[config.mk]
export PLATFORM = sky130hd
export DESIGN_NAME = mem_stage_sram
export DESIGN_NICKNAME = d
export VERILOG_FILES = /design/src/rtl/mem_stage_sram.sv
export SDC_FILE = /design/constraint.sdc
export NUM_CORES = 2
export LEC_CHECK = 0
export BUFFER_PORTS_ARGS = -buffer_cell sky130_fd_sc_hd__buf_2
export CAP_MARGIN = 40
export CORE_UTILIZATION = 35
export CTS_CLUSTER_DIAMETER = 50
export DETAILED_ROUTE_END_ITERATION = 8
export HOLD_SLACK_MARGIN = 0.12
export PLACE_DENSITY_LB_ADDON = 0.12
export SETUP_SLACK_MARGIN = 0.4
export SKIP_CTS_REPAIR_TIMING = 1
export SYNTH_ARGS = -nofsm -noshare
export SYNTH_HDL_FRONTEND = slang
export SYNTH_SLANG_ARGS = --single-unit
[constraint.sdc]
create_clock -name clk -period 5.5 [get_ports clk]
set_input_delay 0.825 -clock clk [delete_from_list [all_inputs] [get_ports clk]]
set_output_delay 0.825 -clock clk [all_outputs]
set_load 0.005 [all_outputs]
[src/rtl/mem_stage_sram.sv]
// rtl/mem_stage_sram.sv - memory pipeline stage with a wait-stated, byte-laned data array
module mem_stage_sram #(
  parameter int          DEPTH_LOG2  = 6,
  parameter logic [31:0] BASE_ADDR   = 32'd1024,
  parameter int          WAIT_CYCLES = 2,
  parameter int          DEST_W      = 5
) (
  input  logic              clk,
  input  logic              rst,
  input  logic              pause_in,
  input  logic              wb_en_in,
  input  logic              mem_r_en_in,
  input  logic              mem_w_en_in,
  input  logic [1:0]        size_in,
  input  logic              sign_in,
  input  logic [DEST_W-1:0] dest_in,
  input  logic [31:0]       alu_result_in,
  input  logic [31:0]       store_data_in,
  output logic              freeze,
  output logic              wb_en_out,
  output logic              mem_r_en_out,
  output logic [DEST_W-1:0] dest_out,
  output logic [31:0]       alu_result_out,
  output logic [31:0]       load_data_out,
  output logic              addr_err
);

  localparam int         WORDS   = 1 << DEPTH_LOG2;
  localparam logic [32:0] SPAN   = 33'd4 << DEPTH_LOG2;
  localparam logic       NO_WAIT = (WAIT_CYCLES == 0);
  localparam logic [3:0] WAIT_M1 = (WAIT_CYCLES > 0) ? 4'(WAIT_CYCLES - 1) : 4'd0;

  localparam logic [1:0] S_IDLE = 2'd0;
  localparam logic [1:0] S_BUSY = 2'd1;
  localparam logic [1:0] S_DONE = 2'd2;

  logic [1:0]  state;
  logic [3:0]  cnt;
  logic [31:0] mem [0:WORDS-1];

  logic [31:0]           off;
  logic [DEPTH_LOG2-1:0] word_idx;
  logic [1:0]            lane;
  logic                  access;
  logic                  is_load;
  logic                  range_err;
  logic                  align_err;
  logic                  size_err;
  logic                  err;
  logic                  commit;
  logic                  mem_we;
  logic [31:0]           rd_word;
  logic [7:0]            rd_byte;
  logic [15:0]           rd_half;
  logic [31:0]           load_fmt;
  logic [31:0]           load_next;
  logic [3:0]            wr_be;
  logic [31:0]           wr_data;

  assign off      = alu_result_in - BASE_ADDR;
  assign word_idx = off[DEPTH_LOG2+1:2];
  assign lane     = off[1:0];
  assign access   = mem_r_en_in | mem_w_en_in;
  // a combined read+write request is a store, so it never returns load data
  assign is_load  = mem_r_en_in & ~mem_w_en_in;

  assign range_err = ({1'b0, off} >= SPAN);
  assign align_err = ((size_in == 2'b01) & off[0]) | ((size_in == 2'b10) & (|off[1:0]));
  assign size_err  = (size_in == 2'b11);
  assign err       = access & (range_err | align_err | size_err);

  assign rd_word = mem[word_idx];

  always_comb begin
    rd_byte = rd_word[7:0];
    case (lane)
      2'd0:    rd_byte = rd_word[7:0];
      2'd1:    rd_byte = rd_word[15:8];
      2'd2:    rd_byte = rd_word[23:16];
      default: rd_byte = rd_word[31:24];
    endcase
    rd_half = off[1] ? rd_word[31:16] : rd_word[15:0];
  end

  always_comb begin
    load_fmt = rd_word;
    case (size_in)
      2'b00:   load_fmt = sign_in ? {{24{rd_byte[7]}}, rd_byte} : {24'd0, rd_byte};
      2'b01:   load_fmt = sign_in ? {{16{rd_half[15]}}, rd_half} : {16'd0, rd_half};
      default: load_fmt = rd_word;
    endcase
    load_next = (is_load & ~err) ? load_fmt : 32'd0;
  end

  always_comb begin
    wr_be   = 4'b0000;
    wr_data = store_data_in;
    case (size_in)
      2'b00: begin
        wr_be   = 4'b0001 << lane;
        wr_data = {4{store_data_in[7:0]}};
      end
      2'b01: begin
        wr_be   = off[1] ? 4'b1100 : 4'b0011;
        wr_data = {2{store_data_in[15:0]}};
      end
      2'b10: begin
        wr_be   = 4'b1111;
        wr_data = store_data_in;
      end
      default: begin
        wr_be   = 4'b0000;
        wr_data = store_data_in;
      end
    endcase
  end

  // the edge on which the output register loads and any store lands
  assign commit = ~pause_in &
                  (((state == S_IDLE) & (~access | NO_WAIT)) | (state == S_DONE));
  assign mem_we = commit & mem_w_en_in & ~err & ~rst;
  assign freeze = ((state == S_IDLE) & access & ~NO_WAIT) | (state == S_BUSY);

  always_ff @(posedge clk) begin
    if (rst) begin
      state <= S_IDLE;
      cnt   <= 4'd0;
    end else begin
      case (state)
        S_IDLE: begin
          if (access & ~NO_WAIT) begin
            cnt   <= WAIT_M1;
            state <= (WAIT_CYCLES == 1) ? S_DONE : S_BUSY;
          end
        end
        S_BUSY: begin
          cnt <= cnt - 4'd1;
          if (cnt == 4'd1) state <= S_DONE;
        end
        S_DONE: begin
          if (~pause_in) state <= S_IDLE;
        end
        default: state <= S_IDLE;
      endcase
    end
  end

  always_ff @(posedge clk) begin
    if (rst) begin
      wb_en_out      <= 1'b0;
      mem_r_en_out   <= 1'b0;
      dest_out       <= '0;
      alu_result_out <= 32'd0;
      load_data_out  <= 32'd0;
      addr_err       <= 1'b0;
    end else if (commit) begin
      wb_en_out      <= wb_en_in;
      mem_r_en_out   <= mem_r_en_in;
      dest_out       <= dest_in;
      alu_result_out <= alu_result_in;
      load_data_out  <= load_next;
      addr_err       <= err;
    end
  end

  always_ff @(posedge clk) begin
    if (mem_we) begin
      for (int b = 0; b < 4; b++) begin
        if (wr_be[b]) mem[word_idx][8*b +: 8] <= wr_data[8*b +: 8];
      end
    end
  end

endmodule

==> impl_metrics.env <==
export IMPL_gp_congestion=0.9123
export IMPL_synth_top_area_cell="edfxtp_1"
export IMPL_slew_headroom_pct=35.63
export IMPL_status="finished, final reports clean"
export IMPL_hold_viol=0
export IMPL_ant_nets=0
export IMPL_die_h_um=490.1
export IMPL_cts_root_buf="clkbuf_16"
export IMPL_fmax_mhz=246.2
export IMPL_htreeDepth=4
export IMPL_grt_pass1_vias=51451
export IMPL_period_share_pct=73.86
export IMPL_clkSlewWorstSetupHoldPaths_ns=0.06
export IMPL_cts_buffer_depth=3
export IMPL_arrival_ns=4.81
export IMPL_cap_viol_max_count=0
export IMPL_rows=178
export IMPL_dp_worst_setup_slack_ns=0.5987
export IMPL_grt_use_total_pct=28.17
export IMPL_tightest_slew_ns=0.9632
export IMPL_fill_cells=21363
export IMPL_cts_tree="done"
export IMPL_drc=0
export IMPL_worstSkewPairLatency_ns=0.87
export IMPL_final_cells=8978
export IMPL_slew_viol_final=0
export IMPL_power_switching_mw=8.562
export IMPL_ys_seq_elements=2126
export IMPL_vias=53894
export IMPL_rsz0062_at_grt="no"
export IMPL_peakVddDrop_mv=0.3016
export IMPL_grt_pass1_wl_mm=464.5
export IMPL_numCtsBuffers=238
export IMPL_leakagePower_nw=32.60
export IMPL_r2r_slack_ns=2.11
export IMPL_wl_mm=344.6
export IMPL_ios=151
export IMPL_yosys_top_cells_count="edfxtp_1 (2048), nor2_1 (353), nand2_1 (294)"
export IMPL_skew_ns=0.05434
export IMPL_setup_viol=0
export IMPL_total_power_mw=36.04
export IMPL_synth_most_common_cell="edfxtp_1"
export IMPL_path_max_fanout=56
export IMPL_ys_flop_type="edfxtp_1"
export IMPL_synth_yosys_seq_area_share_pct=75.62
export IMPL_synth_cell_types=94
export IMPL_p_clk_share_pct=43.4
export IMPL_grt_ovfl_total=0
export IMPL_dp_cells=8523
export IMPL_viasPerCell=6.003
export IMPL_synth_edf_count=2048
export IMPL_dp_hpwl_mm=228.4
export IMPL_syn_avg_cell_area_um2=16.70
export IMPL_wl_per_cell_um=38.38
export IMPL_layout_drive_gt1_share_pct=23.56
export IMPL_switching_share_pct=23.75
export IMPL_antenna_found_initial=38
export IMPL_p_per_area_nw_per_um2=362.6
export IMPL_period_needed_ns=4.062
export IMPL_die_area_um2=240200
export IMPL_area_growth_syn_to_layout_pct=19.20
export IMPL_start_util_pct=35.33
export IMPL_drtIter0Drc=7602
export IMPL_synth_nets=5074
export IMPL_tns_ns=0
export IMPL_critPathKind="primary input to flip-flop"
export IMPL_ys_warn_count=0
export IMPL_worstSetupStartpointType="primary input"
export IMPL_synthCells=4994
export IMPL_synth_top_area_share_pct=73.74
export IMPL_die_x_um=490.1
export IMPL_internal_power_mw=27.48
export IMPL_worstSetupEndpointType="flip-flop"
export IMPL_port_buffers=150
export IMPL_hp_class="primary input to flip-flop"
export IMPL_ys_async_sr_fraction_pct=0
export IMPL_power_frac_seq_pct=49.6
export IMPL_grt_max_degree=72
export IMPL_cts_sinks=2126
export IMPL_synth_area_leaders="edfxtp_1 (74%), a221oi_1 (2.8%), mux2i_1 (2.7%)"
export IMPL_drt_pass1_iter_count=6
export IMPL_setup_ws_ns=1.438
export IMPL_critical_path_required_ns=6.25
export IMPL_core_area_um2=236100
export IMPL_combPwrFrac_pct=7.0
export IMPL_netlist_area_um2=83390
export IMPL_nNetsFinal=5698
cells by family (layout without fill, tap and decap cells):
family          after synthesis  in the layout  synth area share [%]
flops                      2126           2126                 75.62
compound gates             1123           1123                 10.09
simple gates                928            928                 5.298
mux                         425            425                 6.513
buf+inv                     387           1211                 2.417
xor+xnor                      3              3               0.03151
fa+ha+maj                     2              2               0.03000
other cells                   0             10                     0
flip-flops by register name, summed over array words and instances (netlist names):
signal and flops:
mem 2048, mem_r_en_out 1, addr_err 1, load_data_out 32, alu_result_out 32, wb_en_out 1, cnt 4, dest_out 5
state 2
worst max-delay path, stage by stage:
cell and delay, ns:
buf_8 0.45, nor2b_4 0.17, buf_12 0.22, buf_4 0.23
a22oi_1 0.53, o22ai_1 0.25, nor4_1 0.45, buf_4 0.21
o21ai_0 0.19, or4_1 0.78, o211ai_1 0.27, a31oi_1 0.10
layer usage:
| metal | routed length (um) | track usage, % |
|---|---|---|
| met5 | 135 | 0 |
| met4 | 16370 | 12.28 |
| met2 | 155900 | 43.02 |
| met3 | 32540 | 6.224 |
| met1 | 139700 | 38.53 |
cell type report:
class,instances,area [um^2],share of cell area (%)
diodes,10,25.02,0.02517
well taps,3150,3941,3.965
clock buffers,296,6280,6.317
repair buffers,755,6127,6.164
multi-input cells,2481,18600,18.71
inverters,16,70.07,0.07049
clock inverters,144,1296,1.304
flip-flops and latches,2126,63060,63.44
power by group through the flow:
stage | clock, mW | sequential [mW] | combinational (mW)
floorplan | 0 | 18.2 | 1.06
global placement | 0 | 18.2 | 2.46
detailed placement | 0 | 18.2 | 2.50
CTS | 15.8 | 17.9 | 2.50
global route | 16.4 | 17.9 | 2.58
finish | 15.6 | 17.9 | 2.53
cells in the final DEF, fill, tap and decap left out, types with 53 or more instances in the layout:
| master | n |
|---|---|
| clkbuf_16 | 243 |
| a21oi_1 | 133 |
| clkinv_1 | 58 |
| o21ai_0 | 77 |
| a221oi_1 | 269 |
| mux2i_1 | 222 |
| mux2_2 | 121 |
| mux4_2 | 82 |
| edfxtp_1 | 2048 |
| nand2_1 | 293 |
| clkbuf_1 | 53 |
| buf_2 | 149 |
| o22ai_1 | 89 |
| buf_4 | 528 |
| a22oi_1 | 253 |
| nor2_1 | 348 |
| dfxtp_1 | 78 |
per-stage QoR:
step                      cell area, um^2  hold slack (ns)  utilization, %
final                               99400           0.1898           42.11
after global routing                99380           0.1657           42.10
after CTS                           99330           0.1296           42.07
after detailed placement            91750           0.4445           38.87
after global placement              91290           0.4397           38.67
after floorplan                     83400           0.4487               -
final timing paths:
kind	startpoint	end	cells past startpoint
worst max-delay path	alu_result_in[4]	load_data_out[6]$_SDFFE_PP0P_	12
worst min register to register	alu_result_out[17]$_SDFFE_PP0P_	alu_result_out[17]$_SDFFE_PP0P_	2
worst max register to register	mem[28][6]$_DFFE_PP_	load_data_out[6]$_SDFFE_PP0P_	8
worst min-delay path	wb_en_in	wb_en_out$_SDFFE_PP0P_	3
(Power assumes the default switching activity.)
